### config.mk
export PLATFORM = sky130hd
export DESIGN_NAME = dag_unit
export DESIGN_NICKNAME = d
export VERILOG_FILES = /design/src/rtl/dag_unit.sv
export SDC_FILE = /design/constraint.sdc
export NUM_CORES = 1
export LEC_CHECK = 0
export CORE_AREA = 2 2 224 270
export DETAILED_ROUTE_END_ITERATION = 8
export DIE_AREA = 0 0 226 272
export PLACE_DENSITY = 0.76
export SYNTH_ARGS = -nofsm -noshare
export SYNTH_HDL_FRONTEND = slang
export SYNTH_SLANG_ARGS = --single-unit
export TNS_END_PERCENT = 10
### constraint.sdc
create_clock -name clk -period 16.9 [get_ports clk]
set_input_delay 4.225 -clock clk [delete_from_list [all_inputs] [get_ports clk]]
set_output_delay 4.225 -clock clk [all_outputs]
set_load 0.02 [all_outputs]
### src/rtl/dag_unit.sv
// Data address generator: eight I/M/L/B register sets, post/pre-modify addressing
// with circular-buffer wrap, ureg read/write port with same-cycle bypass.
module dag_unit (
    input  logic        clk,
    input  logic        rst,
    input  logic        ps_dg_en,
    input  logic        ps_dg_dgsclt,
    input  logic        ps_dg_mdfy,
    input  logic [2:0]  ps_dg_iadd,
    input  logic [2:0]  ps_dg_madd,
    input  logic        ps_dg_wrt_en,
    input  logic [4:0]  ps_dg_wrt_add,
    input  logic [4:0]  ps_dg_rd_add,
    input  logic [15:0] bc_dt,
    output logic [15:0] dg_ps_add,
    output logic [15:0] dg_dm_add,
    output logic [15:0] dg_bc_dt
);

    logic [15:0] r_i [8];
    logic [15:0] r_m [8];
    logic [15:0] r_l [8];
    logic [15:0] r_b [8];

    logic [15:0] w_i;
    logic [15:0] w_m;
    logic [15:0] w_sum;
    logic [15:0] w_next;
    logic [15:0] w_addr;
    logic [15:0] w_rd;
    logic        w_byp;

    // Circular-buffer step; the 17-bit compare keeps B+L from overflowing near 0xFFFF.
    function automatic logic [15:0] f_circ_next(input logic [15:0] a_i,
                                                input logic [15:0] a_m,
                                                input logic [15:0] a_l,
                                                input logic [15:0] a_b);
        logic [15:0] s;
        logic [16:0] top;
        s   = a_i + a_m;
        top = {1'b0, a_b} + {1'b0, a_l};
        if (a_l == 16'd0)
            return s;
        else if ({1'b0, s} >= top)
            return s - a_l;
        else if (s < a_b)
            return s + a_l;
        else
            return s;
    endfunction

    assign w_i    = r_i[ps_dg_iadd];
    assign w_m    = r_m[ps_dg_madd];
    assign w_sum  = w_i + w_m;
    assign w_next = f_circ_next(w_i, w_m, r_l[ps_dg_iadd], r_b[ps_dg_iadd]);
    assign w_addr = ps_dg_mdfy ? w_sum : w_i;

    assign dg_dm_add = (ps_dg_en && !ps_dg_dgsclt) ? w_addr : 16'd0;
    assign dg_ps_add = (ps_dg_en &&  ps_dg_dgsclt) ? w_addr : 16'd0;

    always_comb begin
        w_rd = 16'd0;
        case (ps_dg_rd_add[4:3])
            2'b00:   w_rd = r_i[ps_dg_rd_add[2:0]];
            2'b01:   w_rd = r_m[ps_dg_rd_add[2:0]];
            2'b10:   w_rd = r_l[ps_dg_rd_add[2:0]];
            default: w_rd = r_b[ps_dg_rd_add[2:0]];
        endcase
    end

    // A B[n] write also loads I[n], so it must bypass to an I[n] read as well.
    assign w_byp = ps_dg_wrt_en &&
                   ((ps_dg_wrt_add == ps_dg_rd_add) ||
                    (ps_dg_wrt_add[4:3] == 2'b11 && ps_dg_rd_add[4:3] == 2'b00 &&
                     ps_dg_wrt_add[2:0] == ps_dg_rd_add[2:0]));

    assign dg_bc_dt = w_byp ? bc_dt : w_rd;

    always_ff @(posedge clk) begin
        if (rst) begin
            for (int k = 0; k < 8; k++) begin
                r_i[k] <= 16'd0;
                r_m[k] <= 16'd0;
                r_l[k] <= 16'd0;
                r_b[k] <= 16'd0;
            end
        end else begin
            if (ps_dg_en && !ps_dg_mdfy)
                r_i[ps_dg_iadd] <= w_next;
            // Ureg write is issued last so it overrides a colliding post-modify.
            if (ps_dg_wrt_en) begin
                case (ps_dg_wrt_add[4:3])
                    2'b00: r_i[ps_dg_wrt_add[2:0]] <= bc_dt;
                    2'b01: r_m[ps_dg_wrt_add[2:0]] <= bc_dt;
                    2'b10: r_l[ps_dg_wrt_add[2:0]] <= bc_dt;
                    default: begin
                        r_b[ps_dg_wrt_add[2:0]] <= bc_dt;
                        r_i[ps_dg_wrt_add[2:0]] <= bc_dt;
                    end
                endcase
            end
        end
    end

endmodule

---- Word-level counts from Yosys, hierarchy flattened ----
Memory sizes are Yosys's and may differ from the RTL's.
Cells that the tools add are included.
word-level totals
  register bits ........................... 0
  input port bits ......................... 38
  memory bits (writable) .................. 512
  output and inout port bits .............. 48
  logic and storage cells ................. 81
  memories kept ........................... 4
memories
  memory  words  bits a word  rd ports  clocked after memory_dff  wr ports  RTL line  text
  r_b     8      16           2         0                         8         23        logic [15:0] r_b [8];
  r_i     8      16           2         0                         8         20        logic [15:0] r_i [8];
  r_l     8      16           2         0                         8         22        logic [15:0] r_l [8];
  r_m     8      16           2         0                         8         21        logic [15:0] r_m [8];
operators by class
  reductions and logical operators ........ 18
  bitwise logic cells ..................... 1
  add/subtract/negate cells ............... 4
  order comparisons ....................... 2
  muxes and demuxes ....................... 45
  eq/ne operators ......................... 7
operator list
  cell                count
  $mux 16             13
  $reduce_or 16->1    5
  $pmux 16 s3         1
  $add 16x16->16      2
  $mux 1              26
  $add 16x16->17      1
  $ge 16x17->1        1
  $logic_not 16->1    1
  $lt 16x16->1        1
  $sub 16x16->16      1
  $mux 3              5
  $eq 2x2->1 const B  3
  $logic_and 1x1->1   6
  $eq 5x5->1          1
  $eq 2x1->1 const B  2
  $logic_not 2->1     2
  $eq 3x3->1          1
  $reduce_or 3->1     1
  $logic_not 1->1     2
  $logic_or 1x1->1    1
  $or 1x1->1          1

---- Depth between registers and ports, before layout ----
  depth after elaboration ................. 9
  gate-level depth with buffers ........... 33
  depth with buffers taken out ............ 26

---- Worst setup path before layout ----
Ideal clock, no wire load.
  path kind ............................... input port to output port
  start ................................... input port ps_dg_madd[0]
  end ..................................... output port dg_dm_add[14]
  slack ................................... 4.148 ns
  data required time ...................... 12.675 ns
  arrival ................................. 8.527 ns
  stages .................................. 15
  buffers on the path ..................... 2
  cells stage by stage .................... clkbuf_1 > buf_1 > mux4_2 > mux2_2 > ha_1 > fa_1 > a211o_1 > a211o_1 > a21o_1 > a21o_1 > a21o_1 > a21oi_1 > xnor2_1 > mux2i_1 > nor2_1
between the ends
  cells in the longest elaborated chain, start to end .. 4
ends and longest elaborated chain
  element         RTL line  text
  from (decl)     10        input logic [2:0] ps_dg_madd,
  $mem_v2 8x16    n/a
  $add 16x16->16  54        assign w_sum = w_i + w_m;
  $mux 16         56        assign w_addr = ps_dg_mdfy ? w_sum : w_i;
  $mux 16         58        assign dg_dm_add = (ps_dg_en && !ps_dg_dgsclt) ? w_addr : 16'd0;
  to (decl)       16        output logic [15:0] dg_dm_add,
No other way between the ends.

---- Worst setup path in the final report ----
  start ................................... input port ps_dg_iadd[0]
  end ..................................... output port dg_dm_add[13]
between the ends
  cells in the longest elaborated chain, start to end .. 4
ends and longest elaborated chain
  element           RTL line  text
  from (decl)       9         input logic [2:0] ps_dg_iadd,
  $mem_v2 8x16 (*)  n/a
  $add 16x16->16    54
  $mux 16 (*)       56
  $mux 16 (*)       58
Every way passes the cells marked *; elsewhere a longest branch is shown, timed or not.

==> tab_implementation.tex <==
\begin{tabular}{lr}
\hline
Metric & Value \\
\hline
\multicolumn{2}{l}{\textbf{Min path}} \\
\quad HP Start & r\_l[1][0] \\
\quad Hold WC Path Type & flip-flop to flip-flop \\
\multicolumn{2}{l}{\textbf{Floorplan}} \\
\quad Die span in y & 272 um \\
\quad Placement Rows & 98 \\
\quad Area of the placeable core & 59000 sq um \\
\quad Effective utilization at floorplan & a little over half \\
\quad IO Count & 86 \\
\quad Die area & slightly above 60000 sq um \\
\quad Chip width & 226 um \\
\multicolumn{2}{l}{\textbf{Global route}} \\
\quad Initial antenna violation count & 10 \\
\quad Largest net degree at the start of global routing & 64 \\
\quad Leftover overflow at the end of global routing & 0 \\
\quad Global-route usage over all layers & 37.3\% \\
\quad First-pass GRT wire length & 163 mm \\
\quad Number of global-route vias before repair & 23800 \\
\multicolumn{2}{l}{\textbf{STA}} \\
\quad Final Max Tran Viols & 0 \\
\quad Period utilization & 82.1\% \\
\quad Worst Max-Slew Pin Slew & 1.37 ns \\
\quad Worst Slack Setup Final & 3.03 ns \\
\quad Min cycle time layout & 13.87 ns \\
\quad Final hold slack & 1.57 ns \\
\quad Worst slew slack as a fraction of its limit & between 8 and 9\% \\
\quad Peak clock frequency supported by timing & 72.1 MHz \\
\quad Worst clock skew & approximately 0.025 ns \\
\quad Number of failing setup endpoints in the final timing report & 0 \\
\quad Final TNS setup & 0 ns \\
\quad Number of hold violations in the final report & 0 \\
\quad RSZ-0062 raised after global routing & no \\
\multicolumn{2}{l}{\textbf{Drt}} \\
\quad Initial DRT Pass Iterations & 7 \\
\quad Drt first-iter violations & around 3600 \\
\quad Final Routed Wirelength & approximately 110 mm \\
\quad Total vias in the final route & 24100 \\
\quad Antenna-violating nets left & 0 \\
\quad Post-DR wirelength/cell & 33.3 um \\
\quad Vias per std cell & between 7 and 8 \\
\quad Post-detailed-route DRC marker count & 0 \\
\multicolumn{2}{l}{\textbf{Logic synthesis}} \\
\quad Area contributors post-synth & sky130\_fd\_sc\_hd\_\_edfxtp\_1, sky130\_fd\_sc\_hd\_\_mux4\_2, sky130\_fd\_sc\_hd\_\_and2\_1 \\
\quad Post-synthesis cell type count & 97 \\
\quad Synthesized area per cell & between 10 and 15 sq um \\
\quad Synthesized netlist net count & roughly 2700 \\
\quad Gate count of the mapped netlist & 2566 \\
\quad Yosys Warn Count & 0 \\
\quad Summed instance area of the synthesized netlist & 32000 sq um \\
\quad Synth Register Bits & 512 \\
\quad Fraction of the yosys area taken by sequential cells & 48.0\% \\
\quad Largest area contributor in the synthesized netlist & sky130\_fd\_sc\_hd\_\_edfxtp\_1 \\
\quad Fraction of post-synthesis cell area in the top cell type by area & 48.0\% \\
\quad Fraction of registers with async set/reset & 0\% \\
\quad Synth Flop Type & sky130\_fd\_sc\_hd\_\_edfxtp\_1 \\
\quad Count of flip-flops with a built-in enable after synthesis & 512 \\
\multicolumn{2}{l}{\textbf{Clocking}} \\
\quad Clock transition at the registers of the reported paths & 0.07 ns \\
\quad \# clock sinks & between 500 and 600 \\
\quad TritonCTS clock tree & done \\
\quad Post-CTS Repair Setup Buffers & 0 \\
\quad CTS Root Cell & sky130\_fd\_sc\_hd\_\_clkbuf\_16 \\
\quad Num CTS Buffers & 50 \\
\quad CTS H-Tree Depth & 2 \\
\quad CTS Buffer Depth & 3 \\
\quad Number of hold buffers added after CTS & 0 \\
\quad Resized Gates After CTS & 0 \\
\quad Clk\_lat worst skew & 0.60 ns \\
\multicolumn{2}{l}{\textbf{Setup path}} \\
\quad Required time at the endpoint of the critical path & between 10 and 15 ns \\
\quad Timing startpoint of the critical path & ps\_dg\_iadd[0] \\
\quad Setup slack of the worst register-to-register path & 8.80 ns \\
\quad Worst reg-to-reg path cell count & 24 \\
\quad Type of the worst setup path & input port to output port \\
\quad Critical Path Sink & dg\_dm\_add[13] \\
\quad Worst setup EP type & output port \\
\quad Data arrival time of the critical path & about 9.7 ns \\
\quad Capturing point of the worst reg2reg path & r\_i[1][12] \\
\quad Beginning of the worst register-to-register path & r\_b[0][2] \\
\quad Kind of start point of the critical path & input port \\
\quad Maximum net fanout on the critical path & 30 \\
\multicolumn{2}{l}{\textbf{Place}} \\
\quad IO buf count & between 80 and 90 \\
\quad Weighted congestion reported at the end of routability-driven placement & between 1 and 1.5 \\
\quad Worst Setup Slack post-DPL & slightly above 3 ns \\
\quad HPWL after detailed placement & 77.3 mm \\
\multicolumn{2}{l}{\textbf{Outcome}} \\
\quad Status & complete, no violations \\
\multicolumn{2}{l}{\textbf{Cells and area}} \\
\quad Commonest cells after routing, fill and taps aside & sky130\_fd\_sc\_hd\_\_edfxtp\_1, sky130\_fd\_sc\_hd\_\_and2\_1, sky130\_fd\_sc\_hd\_\_mux4\_2 \\
\quad Share of the core filled with cells & between 50\% and 60\% \\
\quad Fill count & 4620 \\
\quad Register Area & 15400 sq um \\
\quad Area growth syn-to-layout & 10.3\% \\
\quad Multi-input combinational cell area & 15500 sq um \\
\quad Most common cell after layout, fill and taps aside & sky130\_fd\_sc\_hd\_\_edfxtp\_1 \\
\quad Share of cells above drive strength 1 & 18.6\% \\
\quad Final Net Count & about 2700 \\
\multicolumn{2}{l}{\textbf{Pwr}} \\
\quad Highest ir drop seen on vdd & 0.0000757 V \\
\quad Power per standard cell area & 119 nW/um\^{}2 \\
\quad Reported leakage power & 12.7 nW \\
\quad Power after layout & around 4.2 mW \\
\multicolumn{2}{l}{\textbf{Run}} \\
\quad Maximum Capacitance Violations & 0 \\
\hline
\end{tabular}
-- cells by family (layout without fill, tap and decap cells) --
logic type | count (synthesis) | count (layout) | synth area share [%]
multiplexers | 300 | 300 | 17.6
other | 0 | 6 | 0
adder cells (fa/ha/maj) | 94 | 94 | 3.76
AND/OR/NAND/NOR | 847 | 847 | 14.7
XOR/XNOR | 44 | 44 | 1.23
AO/OA/AOI/OAI | 495 | 495 | 11.1
flip-flops | 512 | 512 | 48.0
buffers and inverters | 274 | 334 | 3.63
-- registers in the layout, summed over array words and instances, names as in the netlist --
register  cells
r_i         128
r_l         128
r_b         128
r_m         128
-- power breakdown --
group	switching [mW]	internal, mW	total (mW)	leakage, nW
combinational	1.01	0.511	1.52	6.88
clock	0.504	0.655	1.16	0.812
sequential	0.0413	1.47	1.51	4.98
-- layer usage --
metal	share of wire [%]	up-vias	global-route usage, %
li1	-	9877	-
met1	33	12000	44.7
met2	48	1866	60.4
met3	12	435	9.20
met4	7.6	4	23.9
met5	0.018	-	0
-- synthesized netlist by cell type (all sizes together), types with 8 or more instances --
master and n:
edfxtp 512, a21o 15, nand3 19, a22oi 63, nor3 25, a211oi 8
mux2 33, xnor2 32, clkbuf 154, o211ai 11, and2 397, nand2b 16
ha 89, a22o 70, mux2i 59, nand2 152, buf 55, or3 10
or2 35, a21oi 56, nand3b 9, xor2 12, inv 64, nor2 112
o21bai 8, a221o 14, a221oi 29, mux4 208, or3b 11, nor2b 16
o21ai 133, a32o 10, nand4 13, o22ai 12
-- final cells by class --
cell class              instances  area share [%]
well taps                     800            2.83
inverters                      65           0.694
clock inverters                32           0.960
multi-input cells            1780            43.9
repair buffers                177            4.30
flip-flops and latches        512            43.5
diodes                          6          0.0425
clock buffers                  60            3.77
-- worst min path at each step --
stage,depth (start not counted),endpoint,slack (ns)
floorplan,5,r_i[7][0],1.04
global route,5,r_i[7][0],1.61
global placement,5,r_i[0][0],1.47
CTS,5,r_i[3][0],1.53
finish,5,r_i[3][0],1.57
detailed placement,5,r_i[7][0],1.51
-- worst max-delay path, cell delays in order --
cell and delay (ns):
sky130_fd_sc_hd__buf_2 0.59, sky130_fd_sc_hd__and3b_1 0.48, sky130_fd_sc_hd__buf_4 0.37, sky130_fd_sc_hd__a22o_1 0.27
sky130_fd_sc_hd__a221oi_1 0.21, sky130_fd_sc_hd__o221ai_1 0.24, sky130_fd_sc_hd__ha_1 0.39, sky130_fd_sc_hd__nand3_1 0.08
sky130_fd_sc_hd__o22ai_1 0.38, sky130_fd_sc_hd__o22ai_1 0.29, sky130_fd_sc_hd__o311ai_0 0.51, sky130_fd_sc_hd__xor2_1 0.56
sky130_fd_sc_hd__mux2i_1 0.22, sky130_fd_sc_hd__nor2_1 0.16, sky130_fd_sc_hd__clkdlybuf4s50_1 0.63
-- metrics by stage --
step / area (sq um) / std cells
3_5_place_dp: 33700 / 3334
6_report: 35300 / 3432
4_1_cts: 35300 / 3426
5_1_grt: 35300 / 3427
2_1_floorplan: 32000 / 2566
3_3_place_gp: 33700 / 3334
Power figures use the tool's default switching activity.
